<file path="config.mk">
export PLATFORM = sky130hd
export DESIGN_NAME = pipeline_controller
export DESIGN_NICKNAME = d
export VERILOG_FILES = /design/src/rtl/pipe_pkg.sv /design/src/rtl/load_scoreboard.sv /design/src/rtl/pipeline_controller.sv
export SDC_FILE = /design/constraint.sdc
export NUM_CORES = 1
export LEC_CHECK = 0
export ABC_AREA = 1
export CAP_MARGIN = 20
export CORE_ASPECT_RATIO = 1.75
export CORE_MARGIN = 5
export CORE_UTILIZATION = 40
export CTS_BUF_LIST = sky130_fd_sc_hd__clkbuf_4 sky130_fd_sc_hd__clkbuf_8
export DETAILED_ROUTE_END_ITERATION = 8
export DONT_BUFFER_PORTS = 1
export GPL_ROUTABILITY_DRIVEN = 0
export PLACE_DENSITY = 0.62
export REMOVE_ABC_BUFFERS = 1
export SYNTH_ARGS = -nofsm -noshare
export SYNTH_HDL_FRONTEND = slang
export SYNTH_SLANG_ARGS = --single-unit
export TNS_END_PERCENT = 50
</file>
<file path="constraint.sdc">
create_clock -name clk -period 1.9 [get_ports clk]
set_clock_uncertainty 0.15 [all_clocks]
set_input_delay 0.19 -clock clk [delete_from_list [all_inputs] [get_ports clk]]
set_output_delay 0.19 -clock clk [all_outputs]
set_load 0.005 [all_outputs]
</file>
<file path="src/rtl/pipe_pkg.sv">
// pipe_pkg: shared types and sizes for the pipeline hazard controller.
package pipe_pkg;
  localparam int REG_IDX_W = 5;
  localparam int NUM_REGS = 32;
  typedef enum logic [1:0] {RUN, HAZARD, FENCE} state_e;
endpackage

</file>
<file path="src/rtl/load_scoreboard.sv">
// load_scoreboard: one pending bit per register for loads in flight; set beats clear, x0 never pending.
module load_scoreboard
  import pipe_pkg::*;
(
  input  logic                 clk,
  input  logic                 rst_n,
  input  logic                 set_i,
  input  logic [REG_IDX_W-1:0] set_idx_i,
  input  logic                 clr_i,
  input  logic [REG_IDX_W-1:0] clr_idx_i,
  output logic [NUM_REGS-1:0]  pending_o
);
  logic [NUM_REGS-1:0] pending_q, pending_d;
  always_comb begin
    pending_d = pending_q;
    if (clr_i) pending_d[clr_idx_i] = 1'b0;
    if (set_i) pending_d[set_idx_i] = 1'b1;
    pending_d[0] = 1'b0;
  end
  always_ff @(posedge clk or negedge rst_n) begin
    if (!rst_n) pending_q <= '0;
    else pending_q <= pending_d;
  end
  assign pending_o = pending_q;
endmodule

</file>
<file path="src/rtl/pipeline_controller.sv">
// pipeline_controller: load-use / busy-EX / fence stall control with branch flush and a saturating stall counter.
module pipeline_controller
  import pipe_pkg::*;
#(
  parameter int CNT_W = 16
) (
  input  logic                 clk,
  input  logic                 rst_n,
  input  logic                 id_valid,
  input  logic [REG_IDX_W-1:0] id_rs1,
  input  logic [REG_IDX_W-1:0] id_rs2,
  input  logic                 id_use_rs1,
  input  logic                 id_use_rs2,
  input  logic [REG_IDX_W-1:0] id_rd,
  input  logic                 id_is_load,
  input  logic                 id_is_fence,
  input  logic                 ex_busy,
  input  logic                 ex_branch_taken,
  input  logic                 wb_valid,
  input  logic [REG_IDX_W-1:0] wb_rd,
  output logic                 stall_if,
  output logic                 stall_id,
  output logic                 bubble_ex,
  output logic                 flush_id,
  output logic [NUM_REGS-1:0]  pending,
  output logic [CNT_W-1:0]     stall_cnt
);
  state_e state_q, state_d;
  logic raw_hit, hazard, fence_wait, cond, issue;
  logic [CNT_W-1:0] stall_cnt_q, stall_cnt_d;
  assign issue = id_valid & ~stall_id & ~ex_branch_taken;
  load_scoreboard u_sb (
    .clk       (clk),
    .rst_n     (rst_n),
    .set_i     (issue & id_is_load & (|id_rd)),
    .set_idx_i (id_rd),
    .clr_i     (wb_valid),
    .clr_idx_i (wb_rd),
    .pending_o (pending)
  );
  assign raw_hit = (id_use_rs1 & pending[id_rs1] & (|id_rs1)) | (id_use_rs2 & pending[id_rs2] & (|id_rs2));
  assign hazard = raw_hit | ex_busy;
  assign fence_wait = (|pending) | ex_busy;
  always_ff @(posedge clk or negedge rst_n) begin
    if (!rst_n) state_q <= RUN;
    else state_q <= state_d;
  end
  always_comb begin
    state_d = state_q;
    unique case (state_q)
      RUN:     state_d = !id_valid ? RUN : (id_is_fence && fence_wait) ? FENCE : hazard ? HAZARD : RUN;
      HAZARD:  state_d = hazard ? HAZARD : RUN;
      FENCE:   state_d = fence_wait ? FENCE : RUN;
      default: state_d = RUN;
    endcase
    if (ex_branch_taken) state_d = RUN;
  end
  // While in FENCE the wait depends only on the scoreboard and EX, not on the decoded fence bit.
  always_comb begin
    cond = (state_q == FENCE) ? fence_wait : (state_q == HAZARD) ? hazard : (id_is_fence & fence_wait) | hazard;
    stall_id = rst_n & id_valid & ~ex_branch_taken & cond;
    stall_if = stall_id;
    bubble_ex = ex_branch_taken | stall_id;
    flush_id = ex_branch_taken;
  end
  assign stall_cnt_d = (stall_id && !(&stall_cnt_q)) ? stall_cnt_q + CNT_W'(1) : stall_cnt_q;
  always_ff @(posedge clk or negedge rst_n) begin
    if (!rst_n) stall_cnt_q <= '0;
    else stall_cnt_q <= stall_cnt_d;
  end
  assign stall_cnt = stall_cnt_q;
endmodule

</file>
==> results by group <==
Floorplan
  – Initial core utilization: 40.65%
  – Core box area: 8979 um2
  – Die ar.: 11,210 um2
  – Row count: 46
  – Die Ht: 136.4 um
  – IO Pins: 82
  – Die width: 82.21 um

Critical path
  – Startpoint Class: flop
  – Crit Path Class: flop to output port
  – Path length in cells of the critical path: 14
  – FF-to-FF setup slack: -370 ps
  – Cell mode on critical path: nand2_1
  – CP max FO: 4
  – R2R depth: 15
  – Slowest CP cell: dfrtp_1
  – FF-to-FF Start: u_sb.pending_o[13]
  – Cells along the critical path: buf_6 > inv_2 > nand2_1 > nand3_1 > nand2_1 > nand2_1 > nand3_1 > nand3_2 > nand2_2 > a21oi_4 > nand4_4 > nand3_4 > buf_12 > nand2_4
  – Setup crit start: u_sb.pending_o[13]
  – RR Endpoint: u_sb.pending_o[4]
  – CP Capture Type: output port
  – CP max stage delay: 410 ps
  – Worst path required time: 1560 ps
  – Cell family with most CP delay: simple AND/OR/NAND/NOR gates
  – Arrival @ worst endpoint: 1970 ps
  – WP buf/inv: 3

Pwr
  – Static leakage: 2.322 nW
  – Seq pwr share: 43.0%
  – Internal cell power: 1.891 mW
  – Total power divided by cell area: 636.1 nW/um2
  – VDD IR max: 0.4448 mV
  – Sw Share: 35.00%
  – Clk pwr share: 22.1%
  – P_sw: 1.018 mW
  – Logic pwr share: 34.8%

Yosys
  – FF+latch count, synth: 49
  – Yosys cell types: 36
  – Ys Warns: 0
  – Mapped Cells: 537
  – Post-Syn Area per Cell: 6.797 um2
  – Seq/Total Area, Yosys: 33.60%
  – Post-Syn Area: 3650 um2

Finish
  – FILL cells: 924
  – Area growth syn-to-layout: 25.30%
  – ANT cells: 0
  – # nets final: 642
  – Layout cells sized above 1: 22.88%

Clocking
  – Worst-path clk slew: 90 ps
  – H-tree levels: 2
  – Worst skew pair latency: 310 ps
  – Total CTS buffers: 5
  – Root Buffer: clkbuf_8
  – Clock sinks: 49
  – TritonCTS clock tree: yes
  – Bufs on Longest Clock Path: 2

STA
  – Worst hold margin: 16.98 ps
  – Setup Viol. Count Final: 51
  – Tcrit/Tclk final: 121.6%
  – Max transition margin: 44.48%
  – Worst setup margin: -410.4 ps
  – Final min period: 2310 ps
  – Slew Viols, Final: 0
  – Final Hold Viols: 0
  – FMAX: 0.4328 GHz
  – RSZ-0062 raised after global routing: yes
  – Worst Tran Pin Value: 831.9 ps

Drt
  – Final wirelength: 12,320 um
  – Post-route ant nets: 0
  – DR WL/cell: 16.84 um
  – DR vias/cell: 5.316
  – Drt first pass iters: 4
  – # DRC: 0
  – DRT iter0 DRCs: 183
  – Via count: 3,891

Global route
  – Initial antenna violation count: 0
  – Vias in the first global route: 3,889
  – Total grt overflow: 0
  – GRT Total Usage: 22.75%
  – First-pass GRT wire length: 19,420 um
  – Largest net degree at the start of global routing: 50

Worst hold path
  – Hold EP: u_sb.pending_o[7]
  – Hold Crit Class: input port to flop
  – Hold Path Origin: wb_rd[2]
  – Hold path depth: 3

Placed design
  – Port bufs: 0
  – Place WS: -283.7 ps
  – DP HPWL: 9820 um

Run status
  – Failing checks: negative setup slack
  – Status: finished with violations

Flow run
  – Max-cap violation count: 0
-- through the flow --
step                setup TNS, ps  instances  utilization (%)  power [mW]  instance area, um2
global placement           -12380        709            46.68       2.143                4192
CTS                        -15710        727            49.28       2.864                4424
global route               -22870        732            50.93       3.091                4573
floorplan                   -2443        515                -       1.715                3473
finish                     -16320        732            50.93       2.909                4573
detailed placement         -12520        709            46.68       2.160                4192
-- worst reg2reg max path: stages (launching register included) --
cell	delay [ps]
dfrtp_1	400
buf_6	140
a21oi_2	50
o21ai_1	100
nand3_1	140
nand3_1	100
nand3_1	80
nand2_2	110
nand2_4	70
nand4_4	100
nand3_4	130
buf_4	180
buf_6	120
buf_4	150
nand4_1	60
nand2_1	80
-- synth_stat cells, drive strengths merged --
library cell / instances / area, um2
nand2: 157 / 596.8
xor2: 10 / 87.58
clkbuf: 2 / 8.750
buf: 20 / 167.6
nor2: 52 / 197.7
dfrtp: 49 / 1226
conb: 1 / 3.750
a31oi: 2 / 12.51
ha: 1 / 12.51
nand4: 39 / 250.2
nand3: 78 / 460.4
inv: 58 / 225.2
a21oi: 7 / 46.30
o21ai: 37 / 185.2
nor4: 6 / 37.54
o211ai: 8 / 65.06
nor3: 5 / 25.02
xnor2: 4 / 35.03
or2: 1 / 6.260
-- timing repair --
action / in CTS / in global routing
cloned: 0 / 1
resized for setup: 12 / 25
hold buffers: 6 / 0
pin swaps: 10 / 8
hold endpoints to repair: 51 / 0
setup endpoints to repair: 50 / 52
buffers inserted: 4 / 4
-- flip-flops by register name (all words and copies together), names as in the netlist --
| name | cells |
|---|---|
| stall_cnt | 16 |
| state_q | 2 |
| u_sb.pending_o | 31 |
-- layout make-up --
class | instances | area (um2) | area share (%)
multi-input cells | 408 | 2121 | 46.37
flip-flops and latches | 49 | 1229 | 26.87
repair buffers | 89 | 754.5 | 16.50
inverters | 58 | 227.7 | 4.979
well taps | 120 | 150.1 | 3.283
clock buffers | 6 | 76.32 | 1.669
clock inverters | 2 | 15.01 | 0.3283
-- placed cells by master, fill, tap and decap left out, types with 7 or more instances in the layout --
master / synthesis / routed
buf_4: 5 / 77
dfrtp_1: 49 / 47
inv_1: 54 / 48
inv_2: 2 / 8
nand2_1: 154 / 151
nand3_1: 67 / 61
nand3_2: 9 / 15
nand4_1: 38 / 38
nor2_1: 51 / 50
o211ai_1: 7 / 7
o21ai_0: 35 / 34
xor2_1: 10 / 10
-- power groups by stage --
stage / combinational [mW] / sequential (mW) / clock, mW
after floorplan: 0.424 / 1.29 / 0
after global placement: 0.883 / 1.26 / 0
after detailed placement: 0.898 / 1.26 / 0
after CTS: 0.964 / 1.25 / 0.655
after global routing: 1.12 / 1.27 / 0.702
final: 1.01 / 1.25 / 0.644
-- layer usage --
| layer | GRT usage (%) | vias to the layer above | share of wire [%] |
|---|---|---|---|
| met5 | 0 | - | 0 |
| met4 | 10.44 | 0 | 4.3 |
| met3 | 5.106 | 38 | 6.4 |
| met2 | 42.68 | 133 | 55 |
| met1 | 22.70 | 1798 | 34 |
| li1 | - | 1922 | - |
-- logic make-up after synthesis --
logic type	synth area share [%]
AO/OA/AOI/OAI	8.468
XOR/XNOR	3.359
adder cells (fa/ha/maj)	0.3428
buffers and inverters	11.00
flip-flops	33.60
other	0.1027
AND/OR/NAND/NOR	43.13
-- worst max-delay path by stage --
stage / endpoint / slack, ps
6_report: bubble_ex / -410
3_3_place_gp: u_sb.pending_o[29] / -280
3_5_place_dp: u_sb.pending_o[30] / -280
4_1_cts: bubble_ex / -430
2_1_floorplan: stall_cnt[15] / -150
5_1_grt: bubble_ex / -500
Power figures use the tool's default switching activity.
